[src/rtl/div_tick_scheduler.sv]
// div_tick_scheduler: round-robin owner of one shared modulo-N tick divider.
// Each grant delivers BURST ticks at the owner's ratio, then a done/err pulse.
module div_tick_scheduler #(
    parameter int NREQ  = 4,
    parameter int DW    = 4,
    parameter int BURST = 3
) (
    input  logic               clk,
    input  logic               rst,
    input  logic               en,
    input  logic [NREQ-1:0]    req,
    input  logic [NREQ*DW-1:0] ratio,
    output logic [NREQ-1:0]    gnt,
    output logic               tick,
    output logic [NREQ-1:0]    done,
    output logic [NREQ-1:0]    err,
    output logic               busy
);

    localparam int PW = (NREQ > 1) ? $clog2(NREQ) : 1;
    localparam int TW = $clog2(BURST) + 1;
    localparam logic [PW-1:0] PTR_RST = PW'(NREQ - 1);
    localparam logic [TW-1:0] TLAST = TW'(BURST - 1);
    localparam logic [NREQ-1:0] ONE = {{(NREQ-1){1'b0}}, 1'b1};

    typedef enum logic [1:0] {
        IDLE,
        LOAD,
        RUN,
        DONE
    } state_t;

    state_t        state;
    logic [PW-1:0] ptr;
    logic [PW-1:0] g;
    logic [PW-1:0] sel;
    logic [PW-1:0] idx;
    logic          sel_vld;
    logic [DW-1:0] n;
    logic [DW-1:0] cnt;
    logic [TW-1:0] tcnt;
    logic [DW-1:0] rat [NREQ];

    for (genvar i = 0; i < NREQ; i++) begin : g_rat
        assign rat[i] = ratio[i*DW +: DW];
    end

    // nearest requester after ptr, wrapping; later hits override so i=1 wins
    always_comb begin
        sel     = '0;
        idx     = '0;
        sel_vld = 1'b0;
        for (int i = NREQ; i >= 1; i--) begin
            idx = PW'((int'(ptr) + i) % NREQ);
            if (req[idx]) begin
                sel     = idx;
                sel_vld = 1'b1;
            end
        end
    end

    // tick fires on the last enabled cycle of each N-cycle period
    assign tick = (state == RUN) && en && req[g] && (cnt == n - 1'b1);

    assign busy = (state != IDLE);

    // grant/burst sequencer; done and err are one-cycle pulses into DONE
    always_ff @(posedge clk) begin
        if (rst) begin
            state <= IDLE;
            gnt   <= '0;
            done  <= '0;
            err   <= '0;
            cnt   <= '0;
            tcnt  <= '0;
            ptr   <= PTR_RST;
            g     <= '0;
            n     <= '0;
        end else begin
            done <= '0;
            err  <= '0;
            unique case (state)
                IDLE: begin
                    if (sel_vld) begin
                        gnt   <= ONE << sel;
                        ptr   <= sel;
                        g     <= sel;
                        n     <= rat[sel];
                        cnt   <= '0;
                        tcnt  <= '0;
                        state <= LOAD;
                    end
                end
                LOAD: begin
                    if (n == '0) begin
                        gnt   <= '0;
                        err   <= gnt;
                        state <= DONE;
                    end else begin
                        state <= RUN;
                    end
                end
                RUN: begin
                    if (!req[g]) begin
                        gnt   <= '0;
                        state <= IDLE;
                    end else if (en) begin
                        if (tick) begin
                            cnt  <= '0;
                            tcnt <= tcnt + 1'b1;
                            if (tcnt == TLAST) begin
                                gnt   <= '0;
                                done  <= gnt;
                                state <= DONE;
                            end
                        end else begin
                            cnt <= cnt + 1'b1;
                        end
                    end
                end
                DONE: begin
                    state <= IDLE;
                end
            endcase
        end
    end

endmodule

[config.mk]
export PLATFORM = sky130hd
export DESIGN_NAME = div_tick_scheduler
export DESIGN_NICKNAME = d
export VERILOG_FILES = /design/src/rtl/div_tick_scheduler.sv
export SDC_FILE = /design/constraint.sdc
export NUM_CORES = 1
export LEC_CHECK = 0
export ABC_AREA = 1
export CORE_ASPECT_RATIO = 0.6
export CORE_MARGIN = 2
export CORE_UTILIZATION = 55
export DETAILED_ROUTE_END_ITERATION = 8
export PLACE_DENSITY = 0.85
export SLEW_MARGIN = 20
export SYNTH_ARGS = -nofsm -noshare
export SYNTH_HDL_FRONTEND = slang
export SYNTH_SLANG_ARGS = --single-unit
[constraint.sdc]
create_clock -name clk -period 2.7 [get_ports clk]
set_input_delay 0.27 -clock clk [delete_from_list [all_inputs] [get_ports clk]]
set_output_delay 0.27 -clock clk [all_outputs]
set_load 0.02 [all_outputs]
==> impl_metrics.yaml, run 1 <==
detailed_routing:
  wl_per_cell_um: 11.4
  drcViolationCount: 0
  drt-total-wl_um: 4130
  firstDrtPassIters: 4
  ant_nets: 0
  via_count: 1791
  drt-initial-drc-count: 150
  via_per_inst: 4.92
yosys:
  postSynthAreaPerCell_um2: 6.55
  yosysUniqueCellTypes: 32
  ys_seq_area_share_pct: 32.0
  synthArstFlopShare_pct: 0
  yosysTopAreaCellShare_pct: 32.0
  synth.ff_latch_count: 29
  yosysMostFrequentCell: "nand2_1"
  synth_largest_area_cell: "dfxtp_1"
  syn_area_um2: 1820
  yosys_warnings: 0
  synth-edff-count: 0
  syn_inst: 277
  synth_flop_cell: "dfxtp_1"
  synth.area.top_cells: "dfxtp_1 32%, nand2_1 17%, nand3_1 8.5%, inv_1 8.1%, nor2_1 5.8%"
  synth_commonest_cells: "81 x nand2_1, 39 x inv_1, 31 x nand3_1"
  synthesis.nets: 308
sta:
  rsz0062_at_grt: "false"
  max_slew_margin_pct: 61.9
  hold_violations: 0
  final.setup_skew_ps: 12.7
  fmax_ghz: 0.477
  finalSetupViolations: 0
  period_share_pct: 77.6
  min_period_ps: 2100
  finalSetupTns_ps: 0
  worst_pin_slew_ps: 569
  maxSlewViolCount: 0
clock_tree:
  insertion_delay_ps: 280
  cts_setup_buffers: 0
  cts.sink_count: 29
  root_buffer: "clkbuf_8"
  htreeDepth: 2
  tritoncts: "yes"
  clock_path_buffers: 2
  cts_buffers: 5
  clk_transition_reported_paths_ps: 70
power_and_ir_drop:
  switching_share_pct: 50.1
  pwr-share-clk_pct: 14.2
  cellPowerDensity_nw_per_um2: 1120
  vdd_drop_max_uv: 625
  combPwrFrac_pct: 61.7
  p_switching_uw: 1300
  power_frac_seq_pct: 24.2
  intPower_uw: 1300
  leakagePower_uw: 0.00111
status:
  outcome: "finished clean"
global_route:
  grt_max_degree: 16
  grt_overflow: 0
  grt_pass1_wl_um: 7310
  antenna_found_initial: 0
  track_usage_pct: 24.0
  grt_pass1_vias: 1636
worst_setup_path:
  crit_top_cell: "inv_1"
  arrival_ps: 1830
  critPathKind: "reg2out"
  cpPeakStageDelay_ps: 350
  end_kind: "output pin"
  critPathRequiredTime_ps: 2430
  crit_slowest_cell: "dfxtp_1"
  crit_path_max_fanout: 4
  rr_startpoint: "ptr[0]"
  worstSetupStartpointType: "flop"
  crit_chain: "inv_1, ha_1, nand2_1, inv_1, o21ai_0, nand2_1, nor2_1, nand4_1, inv_1, dlymetal6s2s_1"
  reg2reg_slack_ps: 720
  r2r_end: "n[3]"
  reg2regPathDepth: 13
floorplan:
  die_h_um: 48.5
  start_util_pct: 56.7
  die_w_um: 78.2
  dieArea_um2: 3790
  core_um2: 3200
  rows: 16
  design.portCount: 37
cells_and_area:
  n_antenna_cell: 0
  drive_gt1_share_pct: 11.0
  final_cell_count_no_fill: 364
  final_nets: 349
  area_growth_pct: 27.6
placed_design:
  place_congestion: 0.885
  dpl.hpwl_um: 3310
  placed_cells: 356
  io_buffers: 36
hold_path:
  hold_path_class: "reg2reg"
  min_from: "gnt[0]"
  worst_hold_path.endpoint: "err[0]"
  min_path_cells: 2
job:
  maxCapViolCount: 0
-- worst max-delay path by stage --
stage	from	endpoint	slack [ps]	depth (start not counted)
5_1_grt	n[0]	tick	370	10
2_1_floorplan	ptr[0]	n[2]	1090	16
3_5_place_dp	req[1]	tick	380	8
6_report	n[0]	tick	600	10
3_3_place_gp	req[1]	tick	430	8
4_1_cts	n[0]	tick	210	10
-- cell type report --
class / count / area [um^2]
clock inverter: 2 / 13.8
timing repair buffer: 36 / 363
multi-input combinational: 204 / 1060
inverter: 42 / 160
clock buffer: 6 / 82.6
sequential: 29 / 581
tap: 45 / 56.3
fill: 287 / 887
-- placed cells by master (no fill, tap or decap), types with 2 or more instances in the layout --
cell type / Yosys / routed
nand2_2: 9 / 9
a21oi_1: 13 / 13
nand4_1: 2 / 2
clkbuf_8: 0 / 6
clkdlybuf4s50_1: 0 / 35
inv_1: 39 / 39
o21ai_0: 4 / 4
nand3_1: 31 / 31
o211ai_1: 2 / 2
dfxtp_1: 29 / 29
inv_2: 2 / 2
xnor2_1: 2 / 2
a21oi_2: 2 / 2
o21a_1: 2 / 2
nor2_2: 3 / 3
ha_1: 8 / 8
nor2_1: 28 / 28
nand2_4: 5 / 5
nand2_1: 81 / 81
-- per-layer routing --
layer  wire, um  global-route usage (%)
met3        317                    7.46
met1       2160                    35.7
met5          0                       0
met2       1660                    35.2
met4          4                    2.63
-- critical path, delay by kind of cell, from the launching register on --
kind,cells,cell delay (ps)
AO/OA/AOI/OAI,1,140
flip-flops,1,350
AND/OR/NAND/NOR,4,390
adder cells (fa/ha/maj),1,240
buffers and inverters,4,430
-- repair_timing --
item / 4_1_cts / 5_1_grt
hold buffers: 0 / 0
setup endpoints to repair: 0 / 1
gates resized for setup: 0 / 1
-- registers in the layout, summed over array words and instances, names as in the netlist --
register and flops:
g 2, gnt 4, state 2, tcnt 3, n 4, cnt 4
err 4, ptr 2, done 4
-- logic make-up (layout without fill, tap and decap cells) --
family / after synthesis / in the layout / synth area share (%)
AND/OR/NAND/NOR: 169 / 169 / 43.8
buffers and inverters: 44 / 86 / 9.65
flip-flops: 29 / 29 / 32.0
AO/OA/AOI/OAI: 24 / 24 / 7.65
adder cells (fa/ha/maj): 8 / 8 / 5.51
XOR/XNOR: 3 / 3 / 1.45
-- stage by stage --
stage | instance area (um^2) | total power [uW] | setup slack [ps] | util, % | hold slack, ps
floorplan | 1820 | 1880 | 1090 | - | 415
global placement | 2220 | 2190 | 429 | 69.2 | 463
detailed placement | 2220 | 2210 | 376 | 69.2 | 468
CTS | 2310 | 2590 | 212 | 72.2 | 485
global route | 2320 | 2870 | 372 | 72.3 | 502
finish | 2320 | 2600 | 604 | 72.3 | 483
-- power groups by stage --
stage	Combinational [uW]	Sequential, uW	Clock [uW]
2_1_floorplan	1240	641	0
3_3_place_gp	1560	633	0
4_1_cts	1590	626	373
5_1_grt	1830	642	396
6_report	1600	628	368
3_5_place_dp	1580	633	0
No activity file was read; power rests on OpenSTA's default activity.
==> run 2: changes to the inputs <==
Settings changed: CORE_UTILIZATION 55 to 51, PLACE_DENSITY 0.85 to 0.79.
Clock period 2.7 ns to 2.1 ns, I/O delays scaled along.
==> run 2 against run 1 <==
Sequential power rose by 28%. First-iteration DRC count is 41% lower. Clock skew decreased by 8.1 ps. Sequential share of layout area is 1.3 points lower. Via count rose by 5.1%. Worst setup slack lost 520 ps. Global-route usage increased by 1.9 points. Wire length grew 12%. Critical path depth fell by 6. Critical path type unchanged. Largest cell class unchanged. Largest power group unchanged.
==> impl_metrics.yaml, run 2 (synthesis gave the netlist of run 1 again) <==
status:
  outcome: "finished clean"
detailed_routing:
  drt-initial-drc-count: 89
  firstDrtPassIters: 4
  drt-total-wl_um: 4620
  wl_per_cell_um: 12.2
  drcViolationCount: 0
  ant_nets: 0
  via_per_inst: 4.98
  via_count: 1883
worst_setup_path:
  end_kind: "output pin"
  worstSetupStartpointType: "flop"
  critPathRequiredTime_ps: 1890
  rr_startpoint: "n[0]"
  reg2reg_slack_ps: 240
  critPathKind: "reg2out"
  arrival_ps: 1800
  cp-startpoint: "state[1]"
  crit_path_max_fanout: 4
cells_and_area:
  drive_gt1_share_pct: 16.5
  final_nets: 363
  final_cell_count_no_fill: 378
  n_antenna_cell: 0
  layout_common_cells: "81 x nand2_1, 38 x inv_1, 35 x clkdlybuf4s50_1"
  fin_util_pct: 73.8
  area_growth_pct: 35.0
  final_common_cell: "nand2_1"
placed_design:
  io_buffers: 36
  placed_cells: 370
  place_congestion: 0.814
  dp_slack_ps: -10.3
  dpl.hpwl_um: 3570
sta:
  finalSetupViolations: 0
  max_slew_margin_pct: 73.0
  worst_pin_slew_ps: 404
  maxSlewViolCount: 0
  fmax_ghz: 0.497
  period_share_pct: 95.8
  layout_setup_ws_ps: 88.6
  final.setup_skew_ps: 4.59
  hold_violations: 0
  min_period_ps: 2010
power_and_ir_drop:
  p_total_uw: 3690
  p_switching_uw: 1780
  pwr-share-clk_pct: 16.7
  intPower_uw: 1910
  switching_share_pct: 48.2
  combPwrFrac_pct: 61.6
  cellPowerDensity_nw_per_um2: 1510
  power_frac_seq_pct: 21.8
  leakagePower_uw: 0.00117
  vdd_drop_max_uv: 1060
clock_tree:
  postCtsHoldBufs: 0
  insertion_delay_ps: 290
  clk_transition_reported_paths_ps: 60
  cts_buffers: 5
  tritoncts: "yes"
  htreeDepth: 2
  root_buffer: "clkbuf_8"
  cts.sink_count: 29
  clock_path_buffers: 2
global_route:
  antenna_found_initial: 0
  grt_pass1_wl_um: 7970
  track_usage_pct: 25.9
  grt_pass1_vias: 1812
  grt_max_degree: 14
  grt_overflow: 0
floorplan:
  die_w_um: 81.0
  design.portCount: 37
  start_util_pct: 54.6
  core_um2: 3320
  rows: 16
  die_h_um: 50.2
  dieArea_um2: 4070
hold_path:
  min_from: "g[1]"
  hold_path_class: "reg2reg"
job:
  maxCapViolCount: 0
## run 2: worst paths after layout
path,cells past startpoint,to
max,4,busy
min,2,g[1]
max reg2reg,11,gnt[0]
min reg2reg,2,g[1]
## run 2: per-stage QoR
stage | TNS (ps) | hold slack, ps | instance area (um^2)
after floorplan | 0 | 355 | 1820
after detailed placement | -10.3 | 467 | 2320
final | 0 | 480 | 2450
after global placement | 0 | 468 | 2320
after CTS | 0 | 482 | 2440
after global routing | -99.5 | 502 | 2450
## run 2: critical path, stage by stage (launching register included)
cell and delay (ps):
dfxtp_1 390, inv_1 100, ha_1 240, inv_1 160
clkdlybuf4s50_1 630
## run 2: area by class of cell
class | instances | area, um^2
timing repair buffer | 50 | 467
tap | 45 | 56.3
fill | 292 | 872
sequential | 29 | 583
multi-input combinational | 204 | 1060
clock inverter | 2 | 37.5
clock buffer | 6 | 82.6
inverter | 42 | 160
## run 2: routing by layer
metal	vias to the layer above	wire, um	global-route usage (%)
li1	977	-	-
met1	840	2280	36.3
met2	62	1820	37.2
met3	4	468	8.99
met4	0	46	8.19
met5	-	0	0
## run 2: power groups by stage
| stage | combinational, uW | clock (uW) | sequential (uW) |
|---|---|---|---|
| after floorplan | 1590 | 0 | 824 |
| after global placement | 2170 | 0 | 806 |
| after detailed placement | 2220 | 0 | 811 |
| after CTS | 2240 | 616 | 799 |
| after global routing | 2580 | 640 | 819 |
| final | 2270 | 615 | 803 |
## run 2: what timing repair did
item	CTS	global route
endpoints found under the setup margin	1	3
setup buffers	0	0
pin swaps	0	3
resized for setup	3	9
==> RTL edit 1 (config.mk and constraints of run 1) <==
`DW`: 4 -> 6.
--- a/src/rtl/div_tick_scheduler.sv
+++ b/src/rtl/div_tick_scheduler.sv
@@ -2,7 +2,7 @@
 // Each grant delivers BURST ticks at the owner's ratio, then a done/err pulse.
 module div_tick_scheduler #(
     parameter int NREQ  = 4,
-    parameter int DW    = 4,
+    parameter int DW    = 6,
     parameter int BURST = 3
 ) (
     input  logic               clk,
Ports: changed (resized ratio); port bits go from 37 to 45. No check against the original RTL was run, so the function may have changed too.
==> RTL edit 1 against run 1 <==
- final cell count grew 13%
- wire length grew 25%
- non-clock buffer count grew 8
- cell area grew 14%
- setup slack lost 0.14 ns
- sequential cell count grew 4
- power grew 19%
- synthesized area grew 15%
==> RTL edit 1: results (changes against run 1) <==
Outcome
  • Outcome: finished, final reports clean

Power and ir drop
  • P_leak: 1.25 nW (+13%)
  • Internal: 1.53 mW (+18%)
  • Combinational power: 1.94 mW (+21%)
  • Seq. pwr: 0.722 mW (+15%)
  • Largest vdd supply drop: 751 uV (+20%)
  • Combinational Power Share: 0.626 (+0.009)

Global routing
  • Total track usage: 0.251 (+0.0108)
  • Largest net degree at the start of global routing: 17 (+1)
  • Vias in the first global route: 1,947 (+19%)
  • First-pass GRT wire length: 8760 um (+20%)

Synthesis
  • Compound-Gate Fraction of Synth Area: 0.0785 (+0.00199)
  • Top post-synthesis cells by area: dfxtp_1, nand2_1, nand3_1
  • Syn_nets: 361 (+17%)
  • Seq/Total Area, Yosys: 0.316 (-0.00342)
  • Post-Synth XOR/XNOR Area: 0.0377 (+0.0233)

Detailed routing
  • Vias per cell: 5.12 (+4.1%)
  • DRT iter0 DRCs: 116 (-23%)
  • Wire per inst: 12.5 um (+9.9%)

Worst setup path
  • Worst path arrival time: 1.96 ns (+0.13 ns)
  • Crit path max-delay family: simple AND/OR/NAND/NOR gates

STA
  • Least-Margin Pin Slew: 0.452 ns (-0.117 ns)
  • Peak Freq: 448 MHz (-6.1%)
  • Worst Skew: 0.00468 ns (-0.00805 ns)

Placement
  • Post-detail-place hpwl: 3920 um (+18%)
  • Port Buf Inserts: 44 (+22%)

Finish
  • Layout Nets: 405 (+16%)
  • Share of cells above drive strength 1: 0.0765 (-0.0332)
==> RTL edit 1: cell types whose count changed after synthesis, sizes merged, moves of 3 or more <==
cell	change
dfxtp	+4
buf	+3
nor2	+13
inv	-5
nand4	+9
o21ai	+6
xor2	+6
nand3	+10
==> RTL edit 1: per-layer routing <==
metal,global-route usage,wire length [um]
met5,0,0
met4,0.0323,12
met2,0.388,2080
met3,0.0778,393
met1,0.355,2670
==> RTL edit 1: final timing paths <==
check              start     end  slack, ns  cells after the start
setup reg to reg  ptr[0]    n[1]       0.56                     13
hold / removal    gnt[2]  err[2]       0.48                      2
hold reg to reg   gnt[2]  err[2]       0.48                      2
setup / recovery    n[0]    tick       0.47                     10
==> RTL edit 1: repair_timing <==
item,CTS,global route
setup endpoints to repair,0,1
buffers inserted,0,0
gates resized for setup,0,1
==> RTL edit 1: logic make-up (layout without fill, tap and decap cells) <==
family	Yosys count	in the layout
compound gates	27	27
xor+xnor	9	9
fa+ha+maj	8	8
buf+inv	44	88
flops	33	33
simple gates	201	201
==> RTL edit 1: layout make-up <==
class | count | area (um2)
clock inverters | 2 | 35.0
inverters | 37 | 139
clock buffers | 5 | 68.8
flip-flops and latches | 33 | 661
well taps | 47 | 58.8
fillers | 304 | 1010
multi-input cells | 245 | 1240
repair buffers | 44 | 443
==> RTL edit 1: worst min-delay path: stages, from the launching register on <==
cell and delay (ns):
dfxtp_1 0.31, inv_1 0.08, nor2_1 0.05
==> RTL edit 1: stage by stage <==
stage	setup WS (ns)	cells	hold WS [ns]	area (um2)	utilization
2_1_floorplan	0.959	322	0.457	2090	-
3_3_place_gp	0.378	406	0.478	2540	0.695
3_5_place_dp	0.360	406	0.472	2540	0.695
4_1_cts	0.0658	413	0.485	2650	0.723
5_1_grt	0.268	413	0.513	2650	0.724
6_report	0.469	413	0.482	2650	0.724
==> RTL edit 2 (config.mk and constraints of run 1) <==
Without the edit above. The 4 states of `state_t` get a one-hot encoding in 4 bits.
--- a/src/rtl/div_tick_scheduler.sv
+++ b/src/rtl/div_tick_scheduler.sv
@@ -23,11 +23,11 @@
     localparam logic [TW-1:0] TLAST = TW'(BURST - 1);
     localparam logic [NREQ-1:0] ONE = {{(NREQ-1){1'b0}}, 1'b1};
 
-    typedef enum logic [1:0] {
-        IDLE,
-        LOAD,
-        RUN,
-        DONE
+    typedef enum logic [3:0] {
+        IDLE = 4'b0001,
+        LOAD = 4'b0010,
+        RUN  = 4'b0100,
+        DONE = 4'b1000
     } state_t;
 
     state_t        state;
Check against the original RTL: no difference found for any inputs over 4 cycles, from zero or initial values and one cycle with rst high; so few cycles prove little.
==> RTL edit 2 against run 1 <==
- combinational power down 42%
- cell area grew 0.65%
- sequential cell count up 2
- wire length up 4.8%
- power is 23% lower
- synthesized area fell by 0.55%
- setup slack worse by 0.13 ns
- synthesized cell count shrank 5.8%
- hold slack gained 0.0068 ns
==> RTL edit 2: results (changes against run 1) <==
Power and ir drop
  • Overall power: 1.99 mW (-23%)
  • P_leak: 1.03 nW (-7.2%)
  • Net Sw Power: 0.839 mW (-36%)
  • Seq pwr share: 0.295 (+0.053)
  • Combinational Power Share: 0.470 (-0.147)

Synthesis
  • Compound-Gate Fraction of Synth Area: 0.0922 (+0.0157)
  • Post-Synth XOR/XNOR Area: 0.0291 (+0.0146)
  • Post-Synth Adder-Cell Area: 0.0347 (-0.0205)
  • Seq/Total Area, Yosys: 0.344 (+0.0239)
  • Syn_nets: 289 (-6.2%)
  • Post-synth top cells: nand2_1, dfxtp_1, inv_1
  • Top post-synthesis cells by area: dfxtp_1, nand2_1, inv_1

Detailed routing
  • Vias per cell: 5.24 (+6.6%)
  • Drt total wl: 4330 um (+4.8%)

Worst setup path
  • Worst path arrival time: 1.96 ns (+0.13 ns)
  • Worst reg2reg path depth: 10 (-3)
  • Launch point of the worst reg-to-reg path: n[0]

Global routing
  • Largest net degree at the start of global routing: 18 (+2)
  • Total track usage: 0.242 (+0.00186)

Finish
  • Non-Filler Instances: 348 (-4.4%)
  • Fill cells: 271 (-5.6%)
  • Share of cells above drive strength 1: 0.119 (+0.00909)
  • Layout Nets: 330 (-5.4%)

Placement
  • Area post-placement: 2210 um2 (-0.28%)
  • Post-detail-place hpwl: 3200 um (-3.3%)
  • Cells after DPL: 340 (-4.5%)

Outcome
  • Outcome: finished, final reports clean

STA
  • Worst Skew: 0.00231 ns (-0.0104 ns)
  • Worst hold margin: 0.489 ns (+0.00677 ns)
==> RTL edit 2: cell count changes in the layout (fill, tap and decap cells not counted), moves of 3 or more <==
cell and delta:
nand2_1 -16, nor2_1 -7, inv_1 -8, nor4_1 +6, o21ai_0 +4, nand4_1 +10
ha_1 -3, nand3_1 -8
==> RTL edit 2: final cells by class <==
class                      instances  share of cell area
multi-input combinational        191               0.441
clock inverter                     2              0.0150
inverter                          35              0.0564
clock buffer                       6              0.0354
sequential                        31               0.266
timing repair buffer              38               0.162
tap                               45              0.0242
==> RTL edit 2: per-layer routing <==
layer	vias up	routed length, um	track usage
met4	0	7	0.0263
met1	804	2090	0.342
met5	-	0	0
met2	74	1900	0.386
li1	945	-	-
met3	2	333	0.0634
==> RTL edit 2: worst max-delay path, cell delays in order (launching register included) <==
cell            delay, ns
dfxtp_1              0.38
inv_1                0.10
ha_1                 0.32
xor2_1               0.14
nand4_1              0.10
nor2_1               0.19
nand3_1              0.12
inv_1                0.09
dlymetal6s2s_1       0.22
